### config.mk
export PLATFORM = sky130hd
export DESIGN_NAME = weight_row_fetcher
export DESIGN_NICKNAME = d
export VERILOG_FILES = /design/src/rtl/weight_row_fetcher_pkg.sv /design/src/rtl/weight_row_fetcher_unpack.sv /design/src/rtl/weight_row_fetcher.sv
export SDC_FILE = /design/constraint.sdc
export NUM_CORES = 1
export LEC_CHECK = 0
export CAP_MARGIN = 30
export CORE_MARGIN = 8
export CORE_UTILIZATION = 30
export CTS_CLUSTER_DIAMETER = 50
export DETAILED_ROUTE_END_ITERATION = 8
export DONT_BUFFER_PORTS = 1
export PLACE_DENSITY = 0.4
export SLEW_MARGIN = 5
export SYNTH_ARGS = -nofsm -noshare
export SYNTH_HDL_FRONTEND = slang
export SYNTH_SLANG_ARGS = --single-unit
### constraint.sdc
create_clock -name clk -period 3.8 [get_ports clk]
set_input_delay 1.14 -clock clk [delete_from_list [all_inputs] [get_ports clk]]
set_output_delay 1.14 -clock clk [all_outputs]
set_load 0.01 [all_outputs]
### src/rtl/weight_row_fetcher_pkg.sv
// Shared constants and FSM state type for the weight row fetcher.
package weight_row_fetcher_pkg;

  localparam int unsigned WORD_W       = 100;
  localparam int unsigned WEIGHT_WIDTH = 4;
  localparam int unsigned KERNEL_DIM   = 5;
  localparam int unsigned OUT_W        = 8;
  localparam int unsigned ADDR_W       = 15;

  typedef enum logic [1:0] {
    IDLE  = 2'd0,
    FETCH = 2'd1,
    DRAIN = 2'd2,
    DONE  = 2'd3
  } state_e;

endpackage

### src/rtl/weight_row_fetcher_unpack.sv
// Combinational unpack of one packed kernel word into a widened row of weights.
// Build option WFETCH_SIGNED_EN selects sign extension instead of zero extension.
module weight_word_unpack
  import weight_row_fetcher_pkg::*;
(
  input  logic [WORD_W-1:0]            word,
  input  logic [2:0]                   row_idx,
  output logic [KERNEL_DIM*OUT_W-1:0]  row
);

  logic [WORD_W-1:0]       shifted;
  logic [WEIGHT_WIDTH-1:0] w;
  int unsigned             idx;

  always_comb begin
    row     = '0;
    shifted = '0;
    w       = '0;
    idx     = 0;
    for (int unsigned c = 0; c < KERNEL_DIM; c++) begin
      idx     = 32'(row_idx) * KERNEL_DIM + c;
      shifted = word >> (idx * WEIGHT_WIDTH);
      w       = shifted[WEIGHT_WIDTH-1:0];
`ifdef WFETCH_SIGNED_EN
      row[c*OUT_W +: OUT_W] = {{(OUT_W-WEIGHT_WIDTH){w[WEIGHT_WIDTH-1]}}, w};
`else
      row[c*OUT_W +: OUT_W] = {{(OUT_W-WEIGHT_WIDTH){1'b0}}, w};
`endif
    end
  end

endmodule

### src/rtl/weight_row_fetcher.sv
// Fetches packed 5x5 kernels from the weight SRAM and streams them as row beats.
// Weight widening is signed when WFETCH_SIGNED_EN is defined, unsigned otherwise.
module weight_row_fetcher
  import weight_row_fetcher_pkg::*;
(
  input  logic                         clk,
  input  logic                         rst,
  input  logic                         start,
  input  logic [ADDR_W-1:0]            base_addr,
  input  logic [ADDR_W-1:0]            num_words,
  output logic                         busy,
  output logic                         done,
  output logic                         sram_csb,
  output logic                         sram_wsb,
  output logic [ADDR_W-1:0]            sram_raddr,
  input  logic [WORD_W-1:0]            sram_rdata,
  output logic                         w_valid,
  input  logic                         w_ready,
  output logic [KERNEL_DIM*OUT_W-1:0]  w_row,
  output logic [2:0]                   w_row_idx,
  output logic                         w_last
);

  localparam logic [2:0] ROW_LAST = 3'(KERNEL_DIM - 1);

  state_e            state_q, state_d;
  logic [ADDR_W-1:0] base_q, base_d;
  logic [ADDR_W-1:0] num_q, num_d;
  logic [ADDR_W-1:0] issued_q, issued_d;
  logic [ADDR_W-1:0] popped_q, popped_d;
  logic [WORD_W-1:0] slot0_q, slot0_d;
  logic [WORD_W-1:0] slot1_q, slot1_d;
  logic [1:0]        occ_q, occ_d;
  logic              inflight_q, inflight_d;
  logic [2:0]        row_q, row_d;

  logic       issue, hs, pop, last_word;
  logic [1:0] occ_after;

  always_comb begin
    state_d    = state_q;
    base_d     = base_q;
    num_d      = num_q;
    issued_d   = issued_q;
    popped_d   = popped_q;
    slot0_d    = slot0_q;
    slot1_d    = slot1_q;
    row_d      = row_q;

    // An in-flight read already owns a buffer slot, so it counts against capacity.
    issue     = (state_q == FETCH) && (issued_q != num_q) &&
                ((occ_q + {1'b0, inflight_q}) < 2'd2);
    hs        = (occ_q != 2'd0) && w_ready;
    pop       = hs && (row_q == ROW_LAST);
    last_word = ((popped_q + ADDR_W'(1)) == num_q);

    inflight_d = issue;
    if (issue) issued_d = issued_q + ADDR_W'(1);
    if (hs)    row_d    = pop ? 3'd0 : row_q + 3'd1;
    if (pop) begin
      slot0_d  = slot1_q;
      popped_d = popped_q + ADDR_W'(1);
    end

    // Capture lands in the first free slot after this cycle's pop, avoiding a bubble.
    occ_after = occ_q - {1'b0, pop};
    if (inflight_q) begin
      if (occ_after == 2'd0) slot0_d = sram_rdata;
      else                   slot1_d = sram_rdata;
    end
    occ_d = occ_after + {1'b0, inflight_q};

    unique case (state_q)
      IDLE: begin
        if (start) begin
          base_d   = base_addr;
          num_d    = num_words;
          issued_d = '0;
          popped_d = '0;
          state_d  = (num_words == '0) ? DONE : FETCH;
        end
      end
      FETCH:   if (issue && (issued_d == num_q)) state_d = DRAIN;
      DRAIN:   if (pop && last_word)             state_d = DONE;
      DONE:    state_d = IDLE;
      default: state_d = IDLE;
    endcase
  end

  always_ff @(posedge clk) begin
    if (rst) begin
      state_q    <= IDLE;
      base_q     <= '0;
      num_q      <= '0;
      issued_q   <= '0;
      popped_q   <= '0;
      slot0_q    <= '0;
      slot1_q    <= '0;
      occ_q      <= '0;
      inflight_q <= 1'b0;
      row_q      <= '0;
    end else begin
      state_q    <= state_d;
      base_q     <= base_d;
      num_q      <= num_d;
      issued_q   <= issued_d;
      popped_q   <= popped_d;
      slot0_q    <= slot0_d;
      slot1_q    <= slot1_d;
      occ_q      <= occ_d;
      inflight_q <= inflight_d;
      row_q      <= row_d;
    end
  end

  assign busy       = (state_q != IDLE);
  assign done       = (state_q == DONE);
  assign sram_csb   = ~issue;
  assign sram_wsb   = 1'b1;
  assign sram_raddr = base_q + issued_q;
  assign w_valid    = (occ_q != 2'd0);
  assign w_row_idx  = row_q;
  assign w_last     = w_valid && (row_q == ROW_LAST) && last_word;

  weight_word_unpack u_unpack (
    .word    (slot0_q),
    .row_idx (row_q),
    .row     (w_row)
  );

endmodule

## Yosys cells after proc, flatten, opt, wreduce, memory -nomap -nowiden

Cells that the tools add are included.

| operators by class | value |
|---|---|
| add/sub/neg operators | 11 |
| multiply operators | 1 |
| magnitude comparators | 1 |
| eq/ne operators | 10 |
| shift-type cells | 5 |
| mux-type cells | 15 |
| bitwise gates (word level) | 2 |
| reduce and logical (&&, ||, !) cells | 16 |

Operator list:

| cell | number |
|---|---|
| >> shifter 100 x 32 -> 4 bit | 4 |
| two-way mux 100 bit | 3 |
| >> shifter 100 x 8 -> 4 bit | 1 |
| two-way mux 15 bit | 6 |
| adder 15 x 1 -> 15 bit (second input constant) | 2 |
| == test 15 bit | 2 |
| adder 15 bit | 1 |
| zero test 15 bit | 1 |
| != test 15 bit | 1 |
| adder 6 x 2 -> 7 bit (second input constant) | 2 |
| logical AND 1 bit | 8 |
| two-way mux 2 bit | 4 |
| one-hot mux 2 bit (4 select lines) | 1 |
| adder 6 x 1 -> 7 bit (second input constant) | 1 |
| adder 6 x 3 -> 7 bit (second input constant) | 1 |
| multiplier 3 x 3 -> 6 bit (second input constant) | 1 |
| adder 2 x 1 -> 2 bit | 2 |
| == test 2 bit (second input constant) | 2 |
| zero test 2 bit | 2 |
| != test 2 bit (second input constant) | 2 |
| AND reduction 2 bit | 2 |
| nonzero test 2 bit | 2 |
| adder 3 x 1 -> 3 bit (second input constant) | 1 |
| == test 3 bit (second input constant) | 1 |
| other kinds (7) | 8 |

| storage, ports and cells | value |
|---|---|
| register bits | 268 |
| input bits | 134 |
| output and inout bits | 64 |
| logic and storage cells | 71 |

## Logic depth before layout (Yosys ltp)

| logic depth | value |
|---|---|
| word-level depth | 8 |
| gate-level depth with buffers | 15 |
| gate-level depth less buffers | 11 |

## Cells and area by module

From an unflattened synthesis, not the netlist that was laid out.

| second synthesis, totals | value |
|---|---|
| cell total of the unflattened synthesis | 1697 |
| area, all modules | 13196.4 µm² |

Modules (own cells, without submodules):

| module | instances | cells an instance | area each (µm²) | sequential area each (µm²) |
|---|---|---|---|---|
| weight_row_fetcher | 1 | 1581 | 12194.2 | 5365.1 |
| weight_word_unpack | 1 | 116 | 1002.2 | 0.0 |

## Worst setup path before layout

Ideal clock, no wire load.

| timing path | value |
|---|---|
| path kind | reg2out |
| start point | reg issued_q[0] |
| end point | out sram_raddr[14] |
| data arrival time | 2.363 ns |
| required time | 2.660 ns |
| slack | 0.297 ns |
| stages on the path, launching flop included | 11 |
| path buffers | 0 |
| path through | dfxtp_1 > ha_1 > inv_1 > fa_1 > nor2b_1 > o21ai_0 > a21boi_0 > o21ai_0 > a211oi_1 > o31ai_1 > a211oi_1 |

| on the way | value |
|---|---|
| longest elaborated chain between the ends | 1 |

RTL lines:

| element | line | RTL |
|---|---|---|
| start: declaration | weight_row_fetcher.sv:29 | `logic [ADDR_W-1:0] issued_q, issued_d;` |
| start signal: assignment | weight_row_fetcher.sv:106 | `issued_q <= issued_d;` |
| adder 15 bit | weight_row_fetcher.sv:120 | `assign sram_raddr = base_q + issued_q;` |
| end: declaration | weight_row_fetcher.sv:15 | `output logic [ADDR_W-1:0] sram_raddr,` |

No other way between the ends.

## Final worst setup path

| timing path | value |
|---|---|
| start point | reg base_q[1] |
| end point | out sram_raddr[13] |

| on the way | value |
|---|---|
| longest elaborated chain between the ends | 1 |

RTL lines:

| element | line | RTL |
|---|---|---|
| start: declaration | weight_row_fetcher.sv:27 | `logic [ADDR_W-1:0] base_q, base_d;` |
| start signal: assignment | weight_row_fetcher.sv:104 | `base_q <= base_d;` |
| adder 15 bit | weight_row_fetcher.sv:120 |  |

No other way between the ends.

==> impl.org <==
** Outcome
- Status :: complete, but fails checks
- The checks that failed: setup timing.

** Clocking
- The number of hold buffers added after CTS was 0.
- TritonCTS sink count :: 268
- Clock insertion delay at the later pin of the skew report :: 550 ps
- Maximum count of clock buffers along a single path :: 3
- Clock slew seen by the registers of the worst setup and hold paths :: 50 ps
- CTS buffer count :: 41
- CTS tree :: built
- Clock root buffer :: sky130_fd_sc_hd__clkbuf_16
- CTS H-tree depth :: 2

** STA
- Setup violations remaining at the end of the flow were counted as 2.
- The number of slew-limit violations in the final report is 0.
- Setup repair after global routing could not meet its margin everywhere.
- The number of hold violations in the final report is 0.
- The worst path in the final design needs a cycle of 3860 ps, including I/O delays and setup.
- Final critical-path setup slack :: -60.1 ps
- Hold_ws :: 454 ps
- Fmax :: 259 MHz
- On the final layout, the worst clock skew is 16.5 ps.
- Tcrit/Tclk final :: 102%
- For the pin with the worst max-slew slack, the measured transition is 1100 ps.
- Relative slew slack :: 26.9%

** Synth
- Average instance area after synthesis :: 7.62 µm²
- For this run, asynchronously set or reset flops after synthesis account for 0%.
- Synth top cells by count :: sky130_fd_sc_hd__nand2_1 (521), sky130_fd_sc_hd__dfxtp_1 (268), sky130_fd_sc_hd__nor2_1 (170), sky130_fd_sc_hd__a21oi_1 (159), sky130_fd_sc_hd__clkbuf_1 (116)
- Post-synthesis instance area :: 13300 µm²
- Sequential fraction of the synthesis area :: 40.3%
- Summed over its instances, the top area cell type makes up 40.3% of the synthesized netlist area.
- Synthesis-stage register bit count :: 268
- Yosys instantiated no cell more often than sky130_fd_sc_hd__nand2_1.
- The Yosys step of the flow raised 0 warnings.
- By area the synthesized netlist is led by sky130_fd_sc_hd__dfxtp_1 (40%), sky130_fd_sc_hd__nand2_1 (15%), sky130_fd_sc_hd__a311oi_1 (6.6%).
- Unique masters post-synth :: 66
- Counting flops with a built-in enable in the synthesized netlist gives 0.
- After technology mapping, the gate count stands at 1746.
- Library cell with the largest summed area after synthesis :: sky130_fd_sc_hd__dfxtp_1
- Most used flip-flop cell after synthesis :: sky130_fd_sc_hd__dfxtp_1

** Pwr
- Reg power frac :: 37.7%
- Summed over all nets, the switching power comes to 2920 µW.
- Peak VDD IR :: 0.343 mV
- The clock network burns 42.0% of the power.
- Power spread over the standard cell area amounts to 597 nW/µm².
- Share of power burned in combinational logic :: 20.3%
- The internal power of the cells totals 6470 µW.
- Net switching fraction of the power :: 31.1%
- Leakage power of the design :: 0.00536 µW

** Drt
- Residual DRC count :: 0
- Dividing the detail-routed wire length by the instance count gives 20.3 µm.
- Detailed-route via count :: 11900
- Initial detailed-routing violation count :: 719
- Via count normalized by instance count :: 5.08
- Final ANT Viol Nets :: 0
- 1st-pass router iterations :: 5
- After detailed routing, the total wire length is 47600 µm.

** Place
- Placer congestion estimate :: 0.864
- Detailed placement HPWL :: 32400 µm
- Buffers placed on the I/O ports in this run total 0.

** Setup path
- Crit path max fanout :: 3
- Worst R2R Start :: popped_q[1]
- Terminus of the critical flop-to-flop path :: state_q[1]
- Kind of critical path :: flop to output pin
- Worst reg-to-reg setup slack :: 220 ps
- Cell count of the worst reg-to-reg path :: 20
- The worst setup path is launched from a flop.
- For the worst setup path, the data arrival time is 2720 ps.
- Data required time at the worst endpoint :: 2660 ps
- CP endpoint kind :: output pin

** Layout
- Fill cells in the final layout number 4646.
- Core Util, Final :: 35.7%
- Cells with a size suffix above 1 make up 12.2% of the layout.
- At the end of the flow, the number of nets in the layout was 1887.
- Antenna cells :: 0
- Relative to the synthesized area, the layout overhead comes to 18.2%.

** GRT
- For this run the aggregate overflow at the end of global routing stands at 0.
- The first global-routing pass estimated 72100 µm of wire.
- The number of antenna violations at the first check in global routing is 0.
- Vias in the first global route :: 11400
- Pin count of the biggest net entering global routing :: 246
- Tot GR Track Use :: 18.1%

** Hold path
- Hold Crit Class :: flop to flop
- The worst hold path passes through 2 cells.
- Capture endpoint of the worst hold path :: slot1_q[44]
- The worst hold path begins at slot1_q[44].

** Floorplan
- For this configuration, the core starts out at a cell density of 30.2%.
- Count of standard-cell rows :: 77
- From bottom edge to top edge, the die measures 227 µm.
- Total die area :: 51300 µm²
- The die is 227 µm wide.
- Top-Level Pins :: 198
- The region available for standard cell placement spans 44000 µm².

** Job
- Across the run, the number of max-cap violations was 0.
worst max-delay path: stages (launching register included):
cell and delay (ps):
sky130_fd_sc_hd__dfxtp_2 340, sky130_fd_sc_hd__ha_4 230, sky130_fd_sc_hd__a21o_1 180, sky130_fd_sc_hd__a21oi_2 180, sky130_fd_sc_hd__o21ai_2 90, sky130_fd_sc_hd__a211oi_2 290
sky130_fd_sc_hd__o31ai_2 140, sky130_fd_sc_hd__o41ai_2 220, sky130_fd_sc_hd__buf_4 180, sky130_fd_sc_hd__nand3_2 80, sky130_fd_sc_hd__o311ai_2 90, sky130_fd_sc_hd__buf_4 160
what timing repair did:
action / CTS / global route
setup endpoints to repair: 7 / 7
setup buffers: 14 / 7
pin swaps: 17 / 19
gates cloned: 0 / 0
gates resized for setup: 39 / 21
layer usage:
metal / track usage (%) / wire length, µm
met5: 0 / 0
met4: 4.92 / 1090
met3: 5.32 / 3370
met2: 29.6 / 22400
met1: 23.1 / 20700
power groups by stage:
stage | registers (µW) | clock network [µW] | logic, µW
2_1_floorplan | 3410 | 0 | 1390
3_3_place_gp | 3600 | 0 | 1860
3_5_place_dp | 3600 | 0 | 1850
4_1_cts | 3550 | 4050 | 1890
5_1_grt | 3580 | 4170 | 2100
6_report | 3540 | 3940 | 1900
per-stage QoR:
stage	setup slack, ps	cells	power, µW	TNS (ps)	area, µm²
5_1_grt	-234	2348	9850	-688	15700
4_1_cts	-156	2341	9490	-336	15600
3_5_place_dp	11.1	2255	5450	0	13900
2_1_floorplan	297	1765	4800	0	13400
6_report	-60.1	2348	9380	-63.3	15700
3_3_place_gp	-17.7	2255	5450	-17.7	13900
logic make-up (layout without fill, tap and decap cells):
logic type	count (synthesis)	in the layout	synth area share [%]
xor gates and xnor gates	64	64	4.21
adders and majority gates	26	26	2.50
muxes	26	26	3.85
AOI/OAI and AO/OA	351	351	17.3
other	2	21	0.0565
DFF	268	268	40.3
buffers and inverters	193	184	6.13
and+or+nand+nor	816	816	25.6
flip-flops by register name, summed over array words and instances, names as in the netlist:
register / count
base_q: 15
inflight_q: 1
issued_q: 15
num_q: 15
occ_q: 2
popped_q: 15
slot0_q: 100
slot1_q: 100
state_q: 2
w_row_idx: 3
how the worst max path moves through the flow:
stage,startpoint,end,slack [ps],depth (start not counted)
final,base_q[1],sram_raddr[13],-60,11
after global routing,base_q[1],sram_raddr[13],-230,11
after CTS,base_q[1],sram_raddr[13],-160,11
after detailed placement,base_q[0],sram_raddr[14],10,12
after global placement,base_q[0],sram_raddr[14],-20,12
after floorplan,issued_q[0],sram_raddr[14],300,10
layout make-up:
class | instances | area [µm²] | share of cell area (%)
inverters | 45 | 170 | 1.08
multi-input cells | 1304 | 7420 | 47.2
well taps | 592 | 741 | 4.71
repair buffers | 67 | 578 | 3.68
clock inverters | 17 | 238 | 1.51
flip-flops and latches | 268 | 5390 | 34.3
clock buffers | 55 | 1190 | 7.57
cells in the final DEF, fill, tap and decap left out, drive strengths merged, types with 7 or more instances in the layout:
cell type  netlist  routed
mux4            20      20
xor2            30      30
nor2           171     171
xnor2           34      34
nand3           25      25
a21oi          160     160
nor4             9       9
dfxtp          268     268
clkinv           0       7
nand2          521     521
nor2b           13      13
nand2b          10      10
a311oi         100     100
nor3            11      11
buf             32      67
ha              25      25
o21ai           36      36
nand4           17      17
conb             2      21
inv             45      48
and3             7       7
clkbuf         116      55
Note: power is estimated with default switching activity, not from simulation.
